==> src/rtl/renderer_pkg.sv <==
// Shared types for the renderer coordinate generator.
//   coord_cfg_t   : one rectangle (start inclusive, end exclusive) in raster space
//   coord_state_e : generator FSM states
//   DEF_HW/DEF_VW : default coordinate widths
package renderer_pkg;

  localparam int DEF_HW = 11;
  localparam int DEF_VW = 10;

  typedef struct packed {
    logic [DEF_HW-1:0] start_x;
    logic [DEF_HW-1:0] end_x;
    logic [DEF_VW-1:0] start_y;
    logic [DEF_VW-1:0] end_y;
  } coord_cfg_t;

  typedef enum logic [1:0] {
    IDLE = 2'd0,
    RUN  = 2'd1,
    LAST = 2'd2
  } coord_state_e;

endpackage

==> src/rtl/renderer_lane_mask.sv <==
// Partial-beat lane mask for the coordinate generator.
// Bit i is set when pixel (hcount_i + i) lies left of the exclusive bound end_x_i.
// Ports:
//   hcount_i [HW-1:0]   x of lane 0
//   end_x_i  [HW-1:0]   exclusive column bound
//   mask_o   [LANES-1:0] per-lane valid mask
module renderer_lane_mask #(
  parameter int HW    = 11,
  parameter int LANES = 1
) (
  input  logic [HW-1:0]    hcount_i,
  input  logic [HW-1:0]    end_x_i,
  output logic [LANES-1:0] mask_o
);

  // One extra bit so hcount + lane never wraps near the top of the x range.
  always_comb begin
    mask_o = '0;
    for (int i = 0; i < LANES; i++) begin
      mask_o[i] = (({1'b0, hcount_i} + (HW+1)'(i)) < {1'b0, end_x_i});
    end
  end

endmodule

==> src/rtl/renderer_coord_gen.sv <==
// Pixel-coordinate generator: walks a configurable rectangle in raster order,
// LANES adjacent pixels per beat, over a valid/ready stream.
//
// Optional feature: define RENDERER_COORD_GEN_FRAME_CNT_EN to add
// frame_count_out[15:0], a wrapping count of eof transfers.
//
// Ports:
//   aclk, aresetn          clock, async active-low reset
//   start, stop            frame control pulses
//   cfg_start_x/end_x      column range [start, end)
//   cfg_start_y/end_y      row range [start, end)
//   m_ready / m_valid      stream handshake
//   hcount_out, vcount_out x of lane 0, y of the beat
//   lane_mask              per-lane valid bits
//   sof, eol, eof          frame markers
//   busy                   high whenever not IDLE
//   cfg_err                one-cycle pulse on a rejected config
//
// Handshake: a beat transfers on a cycle where m_valid && m_ready. While
// m_valid is high and m_ready low every output holds; m_valid only falls
// after a transfer (or on reset).
module renderer_coord_gen
  import renderer_pkg::*;
#(
  parameter int HW         = DEF_HW,
  parameter int VW         = DEF_VW,
  parameter int LANES      = 1,
  parameter int CONTINUOUS = 1
) (
  input  logic             aclk,
  input  logic             aresetn,
  input  logic             start,
  input  logic             stop,
  input  logic [HW-1:0]    cfg_start_x,
  input  logic [HW-1:0]    cfg_end_x,
  input  logic [VW-1:0]    cfg_start_y,
  input  logic [VW-1:0]    cfg_end_y,
  input  logic             m_ready,
  output logic             m_valid,
  output logic [HW-1:0]    hcount_out,
  output logic [VW-1:0]    vcount_out,
  output logic [LANES-1:0] lane_mask,
  output logic             sof,
  output logic             eol,
  output logic             eof,
  output logic             busy,
`ifdef RENDERER_COORD_GEN_FRAME_CNT_EN
  output logic [15:0]      frame_count_out,
`endif
  output logic             cfg_err
);

  coord_state_e state_q, state_d;

  // Shadow config: only reloaded at frame boundaries.
  logic [HW-1:0] sx_q, sx_d, ex_q, ex_d;
  logic [VW-1:0] sy_q, sy_d, ey_q, ey_d;

  logic [HW-1:0] h_q, h_d;
  logic [VW-1:0] v_q, v_d;
  logic          valid_q, valid_d;
  logic          sof_q, sof_d;
  logic          err_q, err_d;
  logic          stop_pend_q, stop_pend_d;

  logic [HW:0]      h_next;
  logic             row_end;
  logic             last_row;
  logic             xfer;
  logic             cfg_ok;
  logic [LANES-1:0] mask_w;

  assign h_next   = {1'b0, h_q} + (HW+1)'(LANES);
  assign row_end  = (h_next >= {1'b0, ex_q});
  assign last_row = (v_q == (ey_q - VW'(1)));
  assign xfer     = valid_q & m_ready;
  assign cfg_ok   = (cfg_end_x > cfg_start_x) && (cfg_end_y > cfg_start_y);

  renderer_lane_mask #(
    .HW   (HW),
    .LANES(LANES)
  ) u_lane_mask (
    .hcount_i(h_q),
    .end_x_i (ex_q),
    .mask_o  (mask_w)
  );

  always_comb begin
    state_d     = state_q;
    sx_d        = sx_q;
    ex_d        = ex_q;
    sy_d        = sy_q;
    ey_d        = ey_q;
    h_d         = h_q;
    v_d         = v_q;
    valid_d     = valid_q;
    sof_d       = sof_q;
    err_d       = 1'b0;
    stop_pend_d = stop_pend_q | stop;

    case (state_q)
      IDLE: begin
        stop_pend_d = 1'b0;
        if (start) begin
          if (cfg_ok) begin
            sx_d    = cfg_start_x;
            ex_d    = cfg_end_x;
            sy_d    = cfg_start_y;
            ey_d    = cfg_end_y;
            h_d     = cfg_start_x;
            v_d     = cfg_start_y;
            valid_d = 1'b1;
            sof_d   = 1'b1;
            state_d = RUN;
          end else begin
            err_d = 1'b1;
          end
        end
      end

      RUN: begin
        if (xfer) begin
          sof_d = 1'b0;
          if (row_end) begin
            h_d = sx_q;
            v_d = v_q + VW'(1);
            if (last_row) begin
              // A stop arriving on the eof cycle itself also ends the run.
              if ((CONTINUOUS != 0) && !(stop_pend_q || stop)) begin
                if (cfg_ok) begin
                  sx_d  = cfg_start_x;
                  ex_d  = cfg_end_x;
                  sy_d  = cfg_start_y;
                  ey_d  = cfg_end_y;
                  h_d   = cfg_start_x;
                  v_d   = cfg_start_y;
                  sof_d = 1'b1;
                end else begin
                  err_d       = 1'b1;
                  valid_d     = 1'b0;
                  stop_pend_d = 1'b0;
                  state_d     = IDLE;
                end
              end else begin
                valid_d = 1'b0;
                state_d = LAST;
              end
            end
          end else begin
            h_d = h_next[HW-1:0];
          end
        end
      end

      LAST: begin
        stop_pend_d = 1'b0;
        state_d     = IDLE;
      end

      default: begin
        valid_d     = 1'b0;
        stop_pend_d = 1'b0;
        state_d     = IDLE;
      end
    endcase
  end

  always_ff @(posedge aclk or negedge aresetn) begin
    if (!aresetn) begin
      state_q     <= IDLE;
      sx_q        <= '0;
      ex_q        <= '0;
      sy_q        <= '0;
      ey_q        <= '0;
      h_q         <= '0;
      v_q         <= '0;
      valid_q     <= 1'b0;
      sof_q       <= 1'b0;
      err_q       <= 1'b0;
      stop_pend_q <= 1'b0;
    end else begin
      state_q     <= state_d;
      sx_q        <= sx_d;
      ex_q        <= ex_d;
      sy_q        <= sy_d;
      ey_q        <= ey_d;
      h_q         <= h_d;
      v_q         <= v_d;
      valid_q     <= valid_d;
      sof_q       <= sof_d;
      err_q       <= err_d;
      stop_pend_q <= stop_pend_d;
    end
  end

`ifdef RENDERER_COORD_GEN_FRAME_CNT_EN
  logic [15:0] fc_q;

  always_ff @(posedge aclk or negedge aresetn) begin
    if (!aresetn) begin
      fc_q <= '0;
    end else if (xfer && row_end && last_row) begin
      fc_q <= fc_q + 16'd1;
    end
  end

  assign frame_count_out = fc_q;
`endif

  // Flags derive only from registers, so they hold while stalled; they are
  // gated by valid so an idle generator shows all zeros.
  assign m_valid    = valid_q;
  assign hcount_out = h_q;
  assign vcount_out = v_q;
  assign lane_mask  = valid_q ? mask_w : '0;
  assign sof        = sof_q;
  assign eol        = valid_q & row_end;
  assign eof        = valid_q & row_end & last_row;
  assign busy       = (state_q != IDLE);
  assign cfg_err    = err_q;

endmodule

==> config.mk <==
export PLATFORM = sky130hd
export DESIGN_NAME = renderer_coord_gen
export DESIGN_NICKNAME = d
export VERILOG_FILES = /design/src/rtl/renderer_pkg.sv /design/src/rtl/renderer_lane_mask.sv /design/src/rtl/renderer_coord_gen.sv
export SDC_FILE = /design/constraint.sdc
export NUM_CORES = 1
export LEC_CHECK = 0
export ABC_AREA = 1
export BUFFER_PORTS_ARGS = -buffer_cell sky130_fd_sc_hd__buf_2
export CAP_MARGIN = 20
export CORE_MARGIN = 3
export CORE_UTILIZATION = 50
export DETAILED_ROUTE_END_ITERATION = 7
export PLACE_DENSITY_LB_ADDON = 0.12
export RECOVER_POWER = 25
export SLEW_MARGIN = 25
export SYNTH_ARGS = -nofsm -noshare
export SYNTH_HDL_FRONTEND = slang
export SYNTH_SLANG_ARGS = --single-unit
==> constraint.sdc <==
create_clock -name aclk -period 4.6 [get_ports aclk]
set_clock_uncertainty 0.15 [all_clocks]
set_input_delay 0.92 -clock aclk [delete_from_list [all_inputs] [get_ports aclk]]
set_output_delay 0.92 -clock aclk [all_outputs]
set_load 0.02 [all_outputs]
==> qor.csv <==
stage,metric,value,unit
run_status,run status,finished with violations,
run_status,failing checks,"max-capacitance violations, max-slew violations",
synthesis,Post-synth ARST share,1.000,
sta,setup slack after layout,0.2915,ns
synthesis,Syn. warnings,0,
power_and_ir_drop,Leak,3.272,nW
grt,grt ovf,0,
final_layout,area of the multi-input gates,3007,sq um
placement,pre-CTS WS,0.6245,ns
floorplanning,Die Y-Extent,106.2,um
drt,via count,5164,
min_path,HP Class,register to register,
sta,unrepaired setup endpoints after global routing,no,
clock_tree,Num CTS Buffers,9,
synthesis,"Net Count, Synth",859,
critical_path,CP Data Required Time,3.53,ns
drt,vias per cell,5.335,
critical_path,critical path startpoint,hcount_out[0]$_DFFE_PN0P_,
sta,fin crit period,4.309,ns
grt,first-pass GRT wire length,23.07,mm
synthesis,post-synth top area share,0.2942,
clock_tree,Root Driver,clkbuf_8,
sta,setup_tns,0,ns
placement,Port Buffer Count,74,
clock_tree,Worst-Skew Late Latency,0.35,ns
synthesis,"Top FF cell, synth",dfrtp_1,
synthesis,#FFs+latches synth,59,
critical_path,Worst R2R Setup Slack,0.74,ns
grt,pin count of the biggest net entering global routing,33,
synthesis,post-synthesis sequential area ratio,0.2942,
final_layout,Final Instance Area,5667,sq um
clock_tree,Max clock buf depth,2,
clock_tree,H-tree depth,3,
drt,Pre-Repair DR Iteration Count,5,
floorplanning,Rows,35,
job,Max-cap violations,2,
synthesis,Area contributors post-synth,"dfrtp_1 29%, nand2_1 18%, ha_1 11%, inv_1 8.1%, nand3_1 6.7%",
final_layout,Layout Utilization,0.5963,
clock_tree,clk slew on worst S/H paths,0.07,ns
synthesis,"area leader, netlist",dfrtp_1,
drt,Starting DRT DRC Count,328,
sta,# setup viols final,0,
clock_tree,Post-CTS Hold Buffers,0,
synthesis,cell area after synthesis,5019,sq um
sta,Worst Max-Slew Pin Slew,1.856,ns
drt,DRC viols,0,
synthesis,average size of a mapped cell,6.552,sq um
power_and_ir_drop,Power Total,1.067,mW
critical_path,CP startpoint kind,register,
final_layout,number of antenna diodes,0,
placement,placed cells,952,
sta,Final Hold Viols,0,
grt,gr usage total,0.2557,
synthesis,simple logic cell fraction of the synthesized area,0.3423,
critical_path,CP Capture Type,primary output,
critical_path,CP arrival,3.24,ns
sta,Tcrit/Tclk final,0.9366,
sta,Hold Worst Slack,0.3231,ns
synthesis,post-synthesis xor/xnor area fraction,0.03839,
clock_tree,CTS Sinks,59,
final_layout,filler cell count,923,
grt,vias in the first global route,4739,
power_and_ir_drop,Pwr per Cell Area,188.3,nW/um^2
final_layout,nets,927,
synthesis,cell count after synthesis,766,
critical_path,CP Class,register to primary output,
final_layout,Area Overhead vs Synth,12.91,%
synthesis,Synth Area in Adders,0.1147,
critical_path,crit-path max FO,6,
sta,Worst slew margin,-0.2373,
synthesis,multiplexer share of the synthesized area,0,
floorplanning,core area,9503,sq um
final_layout,Layout Cells excl Fill,968,
placement,cell area after placement,5498,sq um
power_and_ir_drop,Peak VDD IR,0.1216,mV
critical_path,worst flop-to-flop path startpoint,hcount_out[0]$_DFFE_PN0P_,
placement,HPWL after DPL,11.00,mm
clock_tree,post-CTS setup buffer count,0,
synthesis,Compound-Gate Fraction of Synth Area,0.1027,
sta,FMAX,232.1,MHz
synthesis,largest family of logic cells by synthesized area,simple AND/OR/NAND/NOR gates,
synthesis,Commonest cells post-synth,"239 x nand2_1, 108 x inv_1, 67 x nand3_1",
grt,initial antenna violation count,0,
floorplanning,full die area,11280,sq um
floorplanning,Die X-Extent,106.2,um
floorplanning,Ports,75,
min_path,hold_sp,ex_q[4]$_DFFE_PN0P_,
synthesis,"EDFF count, synth",0,
final_layout,Sequential Area,1476,sq um
drt,WL final,14.22,mm
drt,Routed Antenna Nets,0,
clock_tree,CTS tree,done,
floorplanning,Initial Util,0.5281,
clock_tree,cts repair resizes,0,
drt,WL/cell,14.69,um
synthesis,cell with the most instances after synthesis,nand2_1,
synthesis,Synth cell types,32,
sta,fin. max-slew vios,62,
final_layout,share of cells above drive strength 1,0.1311,
placement,routability-driven placement congestion ratio,0.9381,
report_power, final:
group                  switching (mW)  total, mW  internal, mW  leakage (nW)
sequential     0.00000000000000000506      0.519         0.519         0.757
clock                           0.214      0.438         0.224        0.0905
combinational                  0.0727      0.110        0.0376          2.42
total                           0.287       1.07         0.780          3.27
flip-flops by register name, summed over array words and instances (netlist names):
name and flops:
hcount_out 11, sx_q 11, m_valid 1, stop_pend_q 1
cfg_err 1, vcount_out 10, sof 1, ey_q 10
ex_q 11, state_q 2
cell families after synthesis:
logic type                 after synthesis
xor gates and xnor gates                22
buffers and inverters                  137
AOI/OAI and AO/OA                       99
and+or+nand+nor                        403
adders and majority gates               46
DFF                                     59
final cells by class:
cell class,count,area share
inverter,110,0.07286
clock buffer,14,0.02870
tap,129,0.02848
clock inverter,2,0.001766
sequential,59,0.2605
timing repair buffer,84,0.07706
multi-input combinational,570,0.5306
cells in the final DEF (no fill, tap or decap), drive strengths merged, types with 5 or more instances in the layout:
master    n
xnor2     6
inv     110
ha       46
nand2   239
nor3      5
nand3    68
o21ai    56
a21oi    37
nand4    22
clkbuf   17
nor2     58
dfrtp    59
buf      81
xor2     16
layer usage:
layer	wire, um	part of all wire	track usage	vias up
met5	0	0	0	-
met4	208	0.015	0.07216	0
met3	1052	0.074	0.05464	22
met2	6171	0.43	0.3923	200
met1	6786	0.48	0.3638	2345
li1	-	-	-	2597
critical path, cell delays in order (launching register included):
cell,delay [ns]
dfrtp_1,0.45
ha_1,0.24
nand3_1,0.10
nor2_1,0.21
nand2_1,0.09
xor2_1,0.23
inv_1,0.08
ha_1,0.27
nand2_1,0.04
inv_1,0.07
nand3_1,0.09
nor4b_1,0.27
nand2_1,0.13
nand3_2,0.18
nand2_1,0.10
nor3_1,0.13
buf_2,0.19
worst paths after layout:
kind	cells after the start	endpoint
max	16	eof
min	2	ex_q[4]$_DFFE_PN0P_
max reg2reg	20	ey_q[0]$_DFFE_PN0P_
min reg2reg	2	ex_q[4]$_DFFE_PN0P_
max in group asynchronous	2	sx_q[7]$_DFFE_PN0P_
min in group asynchronous	1	vcount_out[2]$_DFFE_PN0P_
Power figures use the tool's default switching activity.
